**src/rtl/noc_node_injector.sv**
```systemverilog
// Store-and-forward NOC injector: buffers one packet from the node, then emits
// head/body/tail flits to the local router port with a valid/ready handshake.
//
// state   | meaning
// IDLE    | waiting for the first word of a packet
// COLLECT | accepting further words into the buffer
// HEAD    | presenting the head flit (dest, src, length)
// BODY    | presenting buffered words; the final one is typed as tail
module noc_node_injector #(
  parameter int DATA_W    = 32,
  parameter int MAX_WORDS = 8,
  parameter int SRC_X     = 0,
  parameter int SRC_Y     = 0
) (
  input  logic              clk,
  input  logic              rst,
  input  logic              in_valid,
  output logic              in_ready,
  input  logic [DATA_W-1:0] in_data,
  input  logic              in_last,
  input  logic [1:0]        in_dest_x,
  input  logic [1:0]        in_dest_y,
  output logic              flit_valid,
  input  logic              flit_ready,
  output logic [DATA_W+1:0] flit_data,
  output logic              ovf_pulse,
  output logic [15:0]       pkt_count
);

  localparam int         AW      = (MAX_WORDS > 1) ? $clog2(MAX_WORDS) : 1;
  localparam int         DEPTH   = 1 << AW;
  localparam logic [3:0] MAX_CNT = 4'(MAX_WORDS);
  localparam logic [1:0] SRC_X_L = 2'(SRC_X);
  localparam logic [1:0] SRC_Y_L = 2'(SRC_Y);

  typedef enum logic [1:0] {IDLE, COLLECT, HEAD, BODY} state_t;

  state_t            state_q, state_d;
  logic [DATA_W-1:0] buf_q [DEPTH];
  logic [3:0]        cnt_q, rd_q, wr_idx, wr_cnt;
  logic [1:0]        dest_x_q, dest_y_q;
  logic              ovf_q;
  logic [15:0]       pkt_count_q;
  logic              in_fire, is_tail, last_word, ovf_set;
  logic [DATA_W-1:0] head_payload;

  always_comb begin
    in_ready   = (state_q == IDLE) || (state_q == COLLECT);
    flit_valid = (state_q == HEAD) || (state_q == BODY);
    in_fire    = in_valid && in_ready;
    // The first word always lands in slot 0, whatever the previous packet left in cnt_q.
    wr_idx     = (state_q == IDLE) ? 4'd0 : cnt_q;
    wr_cnt     = wr_idx + 4'd1;
    last_word  = in_last || (wr_cnt == MAX_CNT);
    ovf_set    = in_fire && !in_last && (wr_cnt == MAX_CNT);
    is_tail    = (rd_q == cnt_q - 4'd1);
    head_payload        = '0;
    head_payload[11:0]  = {dest_x_q, dest_y_q, SRC_X_L, SRC_Y_L, cnt_q};
    flit_data  = '0;
    state_d    = state_q;
    case (state_q)
      IDLE, COLLECT: begin
        if (in_fire) state_d = last_word ? HEAD : COLLECT;
      end
      HEAD: begin
        flit_data = {2'b01, head_payload};
        if (flit_ready) state_d = BODY;
      end
      BODY: begin
        flit_data = {(is_tail ? 2'b10 : 2'b00), buf_q[rd_q[AW-1:0]]};
        if (flit_ready && is_tail) state_d = IDLE;
      end
      default: state_d = IDLE;
    endcase
  end

  always_ff @(posedge clk) begin
    if (rst) begin
      state_q     <= IDLE;
      cnt_q       <= '0;
      rd_q        <= '0;
      dest_x_q    <= '0;
      dest_y_q    <= '0;
      ovf_q       <= 1'b0;
      pkt_count_q <= '0;
    end else begin
      state_q <= state_d;
      ovf_q   <= ovf_set;
      if (in_fire) begin
        cnt_q <= wr_cnt;
        if (state_q == IDLE) begin
          dest_x_q <= in_dest_x;
          dest_y_q <= in_dest_y;
        end
      end
      if (state_q == HEAD && flit_ready) rd_q <= '0;
      else if (state_q == BODY && flit_ready && !is_tail) rd_q <= rd_q + 4'd1;
      if (state_q == BODY && flit_ready && is_tail) pkt_count_q <= pkt_count_q + 16'd1;
    end
  end

  // Buffer contents need no reset; they are only read after being written.
  always_ff @(posedge clk) begin
    if (in_fire) buf_q[wr_idx[AW-1:0]] <= in_data;
  end

  assign ovf_pulse = ovf_q;
  assign pkt_count = pkt_count_q;

endmodule

```
**config.mk**
```make
export PLATFORM = sky130hd
export DESIGN_NAME = noc_node_injector
export DESIGN_NICKNAME = d
export VERILOG_FILES = /design/src/rtl/noc_node_injector.sv
export SDC_FILE = /design/constraint.sdc
export NUM_CORES = 1
export LEC_CHECK = 0
export CAP_MARGIN = 25
export CORE_MARGIN = 2
export CORE_UTILIZATION = 44
export CTS_CLUSTER_DIAMETER = 30
export DETAILED_ROUTE_END_ITERATION = 12
export PLACE_DENSITY = 0.77
export SKIP_CTS_REPAIR_TIMING = 1
export SYNTH_ARGS = -nofsm -noshare
export SYNTH_HDL_FRONTEND = slang
export SYNTH_SLANG_ARGS = --single-unit
```
**constraint.sdc**
```tcl
create_clock -name clk -period 4.4 [get_ports clk]
set_input_delay 0.88 -clock clk [delete_from_list [all_inputs] [get_ports clk]]
set_output_delay 0.88 -clock clk [all_outputs]
set_load 0.1 [all_outputs]
```
==> results of run 1 <==
-- sequential cells by signal, indices dropped and copies added, names as in the netlist, named ones only --
signal,flops
cnt_q,4
state_q,2
pkt_count,16
rd_q,4
ovf_pulse,1
buf_q,256
dest_x_q,2
dest_y_q,2
-- synth_stat cells (2+ instances only) --
cell type    n
or3_1        9
a21oi_1     20
xor2_1       8
buf_2        3
clkbuf_1    21
nor3_1       7
ha_1         4
edfxtp_1   256
nand4_1      5
mux4_2      64
inv_1        7
o31a_1       2
dfxtp_1     34
and3_1       3
nand3_1      8
nor2b_1      2
nor2_1      50
nand2_1     13
buf_1        7
nor4_1       5
o21ai_0     25
xnor2_1      7
mux2i_1     38
-- per-layer routing --
metal / vias up / track usage [%]
li1: 2715 / -
met1: 3140 / 25.2
met2: 263 / 27.7
met3: 44 / 3.87
met4: 2 / 4.51
met5: - / 0
-- cells by family after synthesis --
group,after synthesis
AO/OA/AOI/OAI,53
XOR/XNOR,16
adder cells (fa/ha/maj),4
buffers and inverters,40
flip-flops,290
multiplexers,102
AND/OR/NAND/NOR,108
-- path summary, 6_finish.rpt --
path,start,to,slack [ps]
worst max-delay path,flip-flop,flit_data[1],690
worst min-delay path,dest_x_q[1]$_SDFFE_PP0P_,dest_x_q[1]$_SDFFE_PP0P_,490
worst max register to register,state_q[0]$_SDFFE_PP0P_,buf_q[2][24]$_DFFE_PP_,1450
worst min register to register,dest_x_q[1]$_SDFFE_PP0P_,dest_x_q[1]$_SDFFE_PP0P_,490
-- power by group --
| group | switching, mW | internal [mW] | total [mW] |
|---|---|---|---|
| logic | 0.191 | 0.102 | 0.293 |
| clock network | 1.37 | 2.27 | 3.64 |
| registers | 0.0216 | 3.04 | 3.06 |
-- layout make-up --
class / count / area [um^2] / area share, %
clock inverters: 39 / 409 / 2.86
flip-flops and latches: 290 / 8370 / 58.5
inverters: 7 / 26.3 / 0.184
clock buffers: 48 / 1200 / 8.40
well taps: 330 / 413 / 2.89
repair buffers: 107 / 991 / 6.93
multi-input cells: 283 / 2890 / 20.2
-- critical path, delay by kind of cell, from the launching register on --
| kind | cells | cell delay, ps |
|---|---|---|
| mux | 2 | 800 |
| buf+inv | 2 | 660 |
| compound gates | 1 | 130 |
| flops | 1 | 670 |
==> impl_metrics.json, run 1 <==
{
  "status": "completed",
  "dp_cells": 1017,
  "ios": 94,
  "tns_ps": 0,
  "detail-route-antenna-nets": 0,
  "nFillCells": 1886,
  "syn_to_final_growth_pct": 25.8,
  "power_density_nw_per_um2": 488,
  "peakVddDrop_mv": 0.405,
  "hold_viol_final": 0,
  "final_common_cell": "edfxtp_1",
  "finalSetupViolations": 0,
  "crit_arrival_ps": 2830,
  "synth_area_per_cell_um2": 18.5,
  "rows": 58,
  "synth_area_um2": 11400,
  "antenna_found_initial": 1,
  "syn-instance-count": 613,
  "crit_type": "flip-flop to output pin",
  "clock.fmax_ghz": 0.269,
  "fin_skew_ps": 34.2,
  "avgViaCountPerCell": 5.58,
  "finish.instance_area_um2": 14300,
  "start_util_pct": 45.0,
  "track_usage_pct": 17.6,
  "drt_wl_total_mm": 23.3,
  "placed_area_um2": 12700,
  "grt_pass1_vias": 6310,
  "finalPower_mw": 6.99,
  "dieHeight_um": 165,
  "hp-class": "flip-flop to flip-flop",
  "leakage_nw": 4.61,
  "slew-limit-headroom_pct": 32.9,
  "dr_total_vias": 6164,
  "synthSimpleGateAreaFrac_pct": 4.58,
  "yosysSeqAreaShare_pct": 73.6,
  "yosysWarnings": 0,
  "cp_slowest_cell": "dfxtp_4",
  "synth_xor_area_share_pct": 1.36,
  "dp_slack_ps": 1210,
  "hold_depth": 2,
  "clock_latency_ps": 550,
  "grt_pass1_wl_mm": 36.1,
  "drive_above_1_share_pct": 26.7,
  "final_util_pct": 56.6,
  "synth_top_family_by_area": "multiplexers",
  "io_buffers": 93,
  "synth_seq_cells": 290,
  "final_cell_mix": "256 x edfxtp_1, 64 x mux4_2, 60 x clkdlybuf4s50_1",
  "fin_nets": 782,
  "worstPathRequired_ps": 3520,
  "holdWs_ps": 487,
  "critPathMaxFanout": 24,
  "cap_violations": 0,
  "async_reset_ff_share_pct": 0,
  "diodes": 0,
  "dr.pass1.iters": 8,
  "cts_sinks": 290,
  "wl_met3_mm": 1.80,
  "path_clk_slew_ps": 50,
  "place.gp.congestion": 0.763,
  "yosysTopAreaCellShare_pct": 67.6,
  "clockBufferDepth": 3,
  "drc": 0,
  "m1WireLength_mm": 10.2,
  "muxShareOfSynthArea_pct": 16.0,
  "setup_ws_ps": 688,
  "cpMostUsedCell": "buf_4",
  "crit_path_cell_trace": "buf_4, mux4_2, mux2i_1, a21oi_1, buf_4",
  "synth_ff_type": "edfxtp_1",
  "htreeDepth": 2,
  "final_cells": 1104,
  "synth-edff-count": 256,
  "period_share_pct": 84.4,
  "finalCriticalPeriod_ps": 3710,
  "wl_met2_mm": 11.0,
  "gr-total-overflow": 0,
  "numCtsBuffers": 48,
  "start_kind": "flip-flop",
  "die_area_um2": 27100,
  "finalMaxSlewViolations": 0,
  "drtIter0Drc": 646,
  "highest_layer": "met5",
  "r2r_cells": 4,
  "synthTopCellsByArea": "edfxtp_1 68%, mux4_2 13%, dfxtp_1 6.0%",
  "core_area_um2": 25300,
  "synth_fa_ha_area_share_pct": 0.440,
  "die_x_um": 165,
  "dpl.hpwl_mm": 13.4,
  "grt_max_degree": 33,
  "tritoncts": "done",
  "yosys.cell_types.count": 38,
  "synth_nets": 658,
  "worst_slew_pin_slew_ps": 1000,
  "wire_per_inst_um": 21.1,
  "slowest_delay_ps": 670,
  "synth_compound_area_share_pct": 2.56,
  "netlist.top_cell.by_area": "edfxtp_1",
  "cts_root_buffer": "clkbuf_16",
  "cp-end-kind": "output pin",
  "rsz0062_at_grt": "no"
}
Note: power is estimated with default switching activity, not from simulation.
==> run 2, diff against run 1 <==
- PLACE_DENSITY: 0.77 -> 0.74
- clock period: 4.4 -> 3.8 ns (I/O delays scaled with it)
==> impl_metrics.json, run 2 (synthesis gave the netlist of run 1 again) <==
{
  "detail-route-antenna-nets": 0,
  "drtIter0Drc": 576,
  "final_util_pct": 57.4,
  "avgViaCountPerCell": 5.60,
  "cts_root_buffer": "clkbuf_16",
  "hold_viol_final": 0,
  "fin_skew_ps": 14.5,
  "diodes": 0,
  "leakage_nw": 4.62,
  "largest_reg_flops": 256,
  "setup_ws_ps": 386,
  "slew-limit-headroom_pct": 33.1,
  "dr_total_vias": 6126,
  "path_clk_slew_ps": 50,
  "die_area_um2": 27100,
  "worstPathRequired_ps": 3040,
  "die_x_um": 165,
  "finalCriticalPeriod_ps": 3410,
  "drive_above_1_share_pct": 26.6,
  "dp_slack_ps": 761,
  "dpl.hpwl_mm": 13.9,
  "drc": 0,
  "clockBufferDepth": 3,
  "cap_violations": 0,
  "finalSetupViolations": 0,
  "antenna_found_initial": 0,
  "ff_latch_area_um2": 8370,
  "place.gp.congestion": 0.846,
  "critPathMaxFanout": 18,
  "final_common_cell": "edfxtp_1",
  "period_share_pct": 89.9,
  "cp-end-kind": "output pin",
  "core_area_um2": 25300,
  "hp-class": "flip-flop to flip-flop",
  "ios": 94,
  "crit_arrival_ps": 2650,
  "dieHeight_um": 165,
  "clock.fmax_ghz": 0.293,
  "gr-total-overflow": 0,
  "start_kind": "flip-flop",
  "power_density_nw_per_um2": 546,
  "track_usage_pct": 18.1,
  "status": "completed",
  "hold_depth": 2,
  "final_cell_mix": "256 x edfxtp_1, 64 x mux4_2, 58 x clkdlybuf4s50_1",
  "htreeDepth": 2,
  "rsz0062_at_grt": "no",
  "worst_slew_pin_slew_ps": 1000,
  "tritoncts": "done",
  "io_buffers": 93,
  "rows": 58,
  "start_util_pct": 45.0,
  "multi_input_area_um2": 2900,
  "numCtsBuffers": 42,
  "crit_type": "flip-flop to output pin",
  "holdWs_ps": 498,
  "syn_to_final_growth_pct": 27.6,
  "peakVddDrop_mv": 0.377,
  "cts_sinks": 290,
  "nFillCells": 1862,
  "wire_per_inst_um": 21.9,
  "grt_pass1_wl_mm": 36.8,
  "dr.pass1.iters": 5,
  "clock_latency_ps": 530,
  "drt_wl_total_mm": 24.0,
  "r2r_cells": 4,
  "fin_nets": 777,
  "grt_max_degree": 35,
  "finalMaxSlewViolations": 0,
  "grt_pass1_vias": 6405
}
## run 2: changes by cell type in the layout (fill, tap and decap cells not counted), moves of 2 or more
cell             delta
clkinv_4            +4
buf_4              -22
clkinv_1            -4
clkbuf_1            +2
clkdlybuf4s50_1     -2
clkinv_16           -2
buf_12             +25
clkbuf_16           -5
bufinv_16           +3
inv_8               -2
clkinv_2            -8
## run 2: where the power goes
part	switching, mW	internal (mW)	leakage [nW]	total, mW
logic	0.224	0.133	1.31	0.358
clock network	1.44	2.58	0.716	4.02
registers	0.0247	3.51	2.60	3.54
total	1.69	6.23	4.62	7.92
## run 2: layout make-up
cell class	instances	share of cell area (%)
Sequential cell	290	57.7
Timing Repair Buffer	108	9.00
Clock buffer	45	7.47
Clock inverter	31	2.79
Tap cell	330	2.85
Inverter	7	0.181
Multi-Input combinational cell	283	20.0
## run 2: stage by stage
stage	cell area [um^2]	instances	power, mW	TNS [ps]
after global placement	13000	1018	3.94	0
after global routing	14500	1094	8.13	0
after detailed placement	13000	1018	3.96	0
after CTS	14500	1094	7.99	0
after floorplan	11400	613	3.80	-9310
final	14500	1094	7.92	0
## run 2: metal layers
layer,vias up,share of wire [%],global-route usage (%)
met5,-,0,0
met4,0,2.3,5.73
met3,43,6.7,3.26
met2,261,50,30.2
met1,3121,41,24.5
li1,2701,-,-
## run 2: worst paths after layout
kind	startpoint	slack (ps)	to
worst max-delay path	flip-flop	390	flit_data[3]
worst min-delay path	dest_y_q[0]$_SDFFE_PP0P_	500	dest_y_q[0]$_SDFFE_PP0P_
worst min register to register	dest_y_q[0]$_SDFFE_PP0P_	500	dest_y_q[0]$_SDFFE_PP0P_
worst max register to register	state_q[0]$_SDFFE_PP0P_	930	buf_q[6][17]$_DFFE_PP_
## run 2: worst max-delay path, cell delays in order, from the launching register on
cell	delay (ps)
dfxtp_2	730
buf_4	390
mux4_2	330
mux2i_1	260
a21oi_1	120
buf_4	280
==> run 3, diff against run 2 <==
- SKIP_LAST_GASP: default -> 1
==> results of run 3 <==
The final DEF is identical to that of run 2; final timing and power are the same.
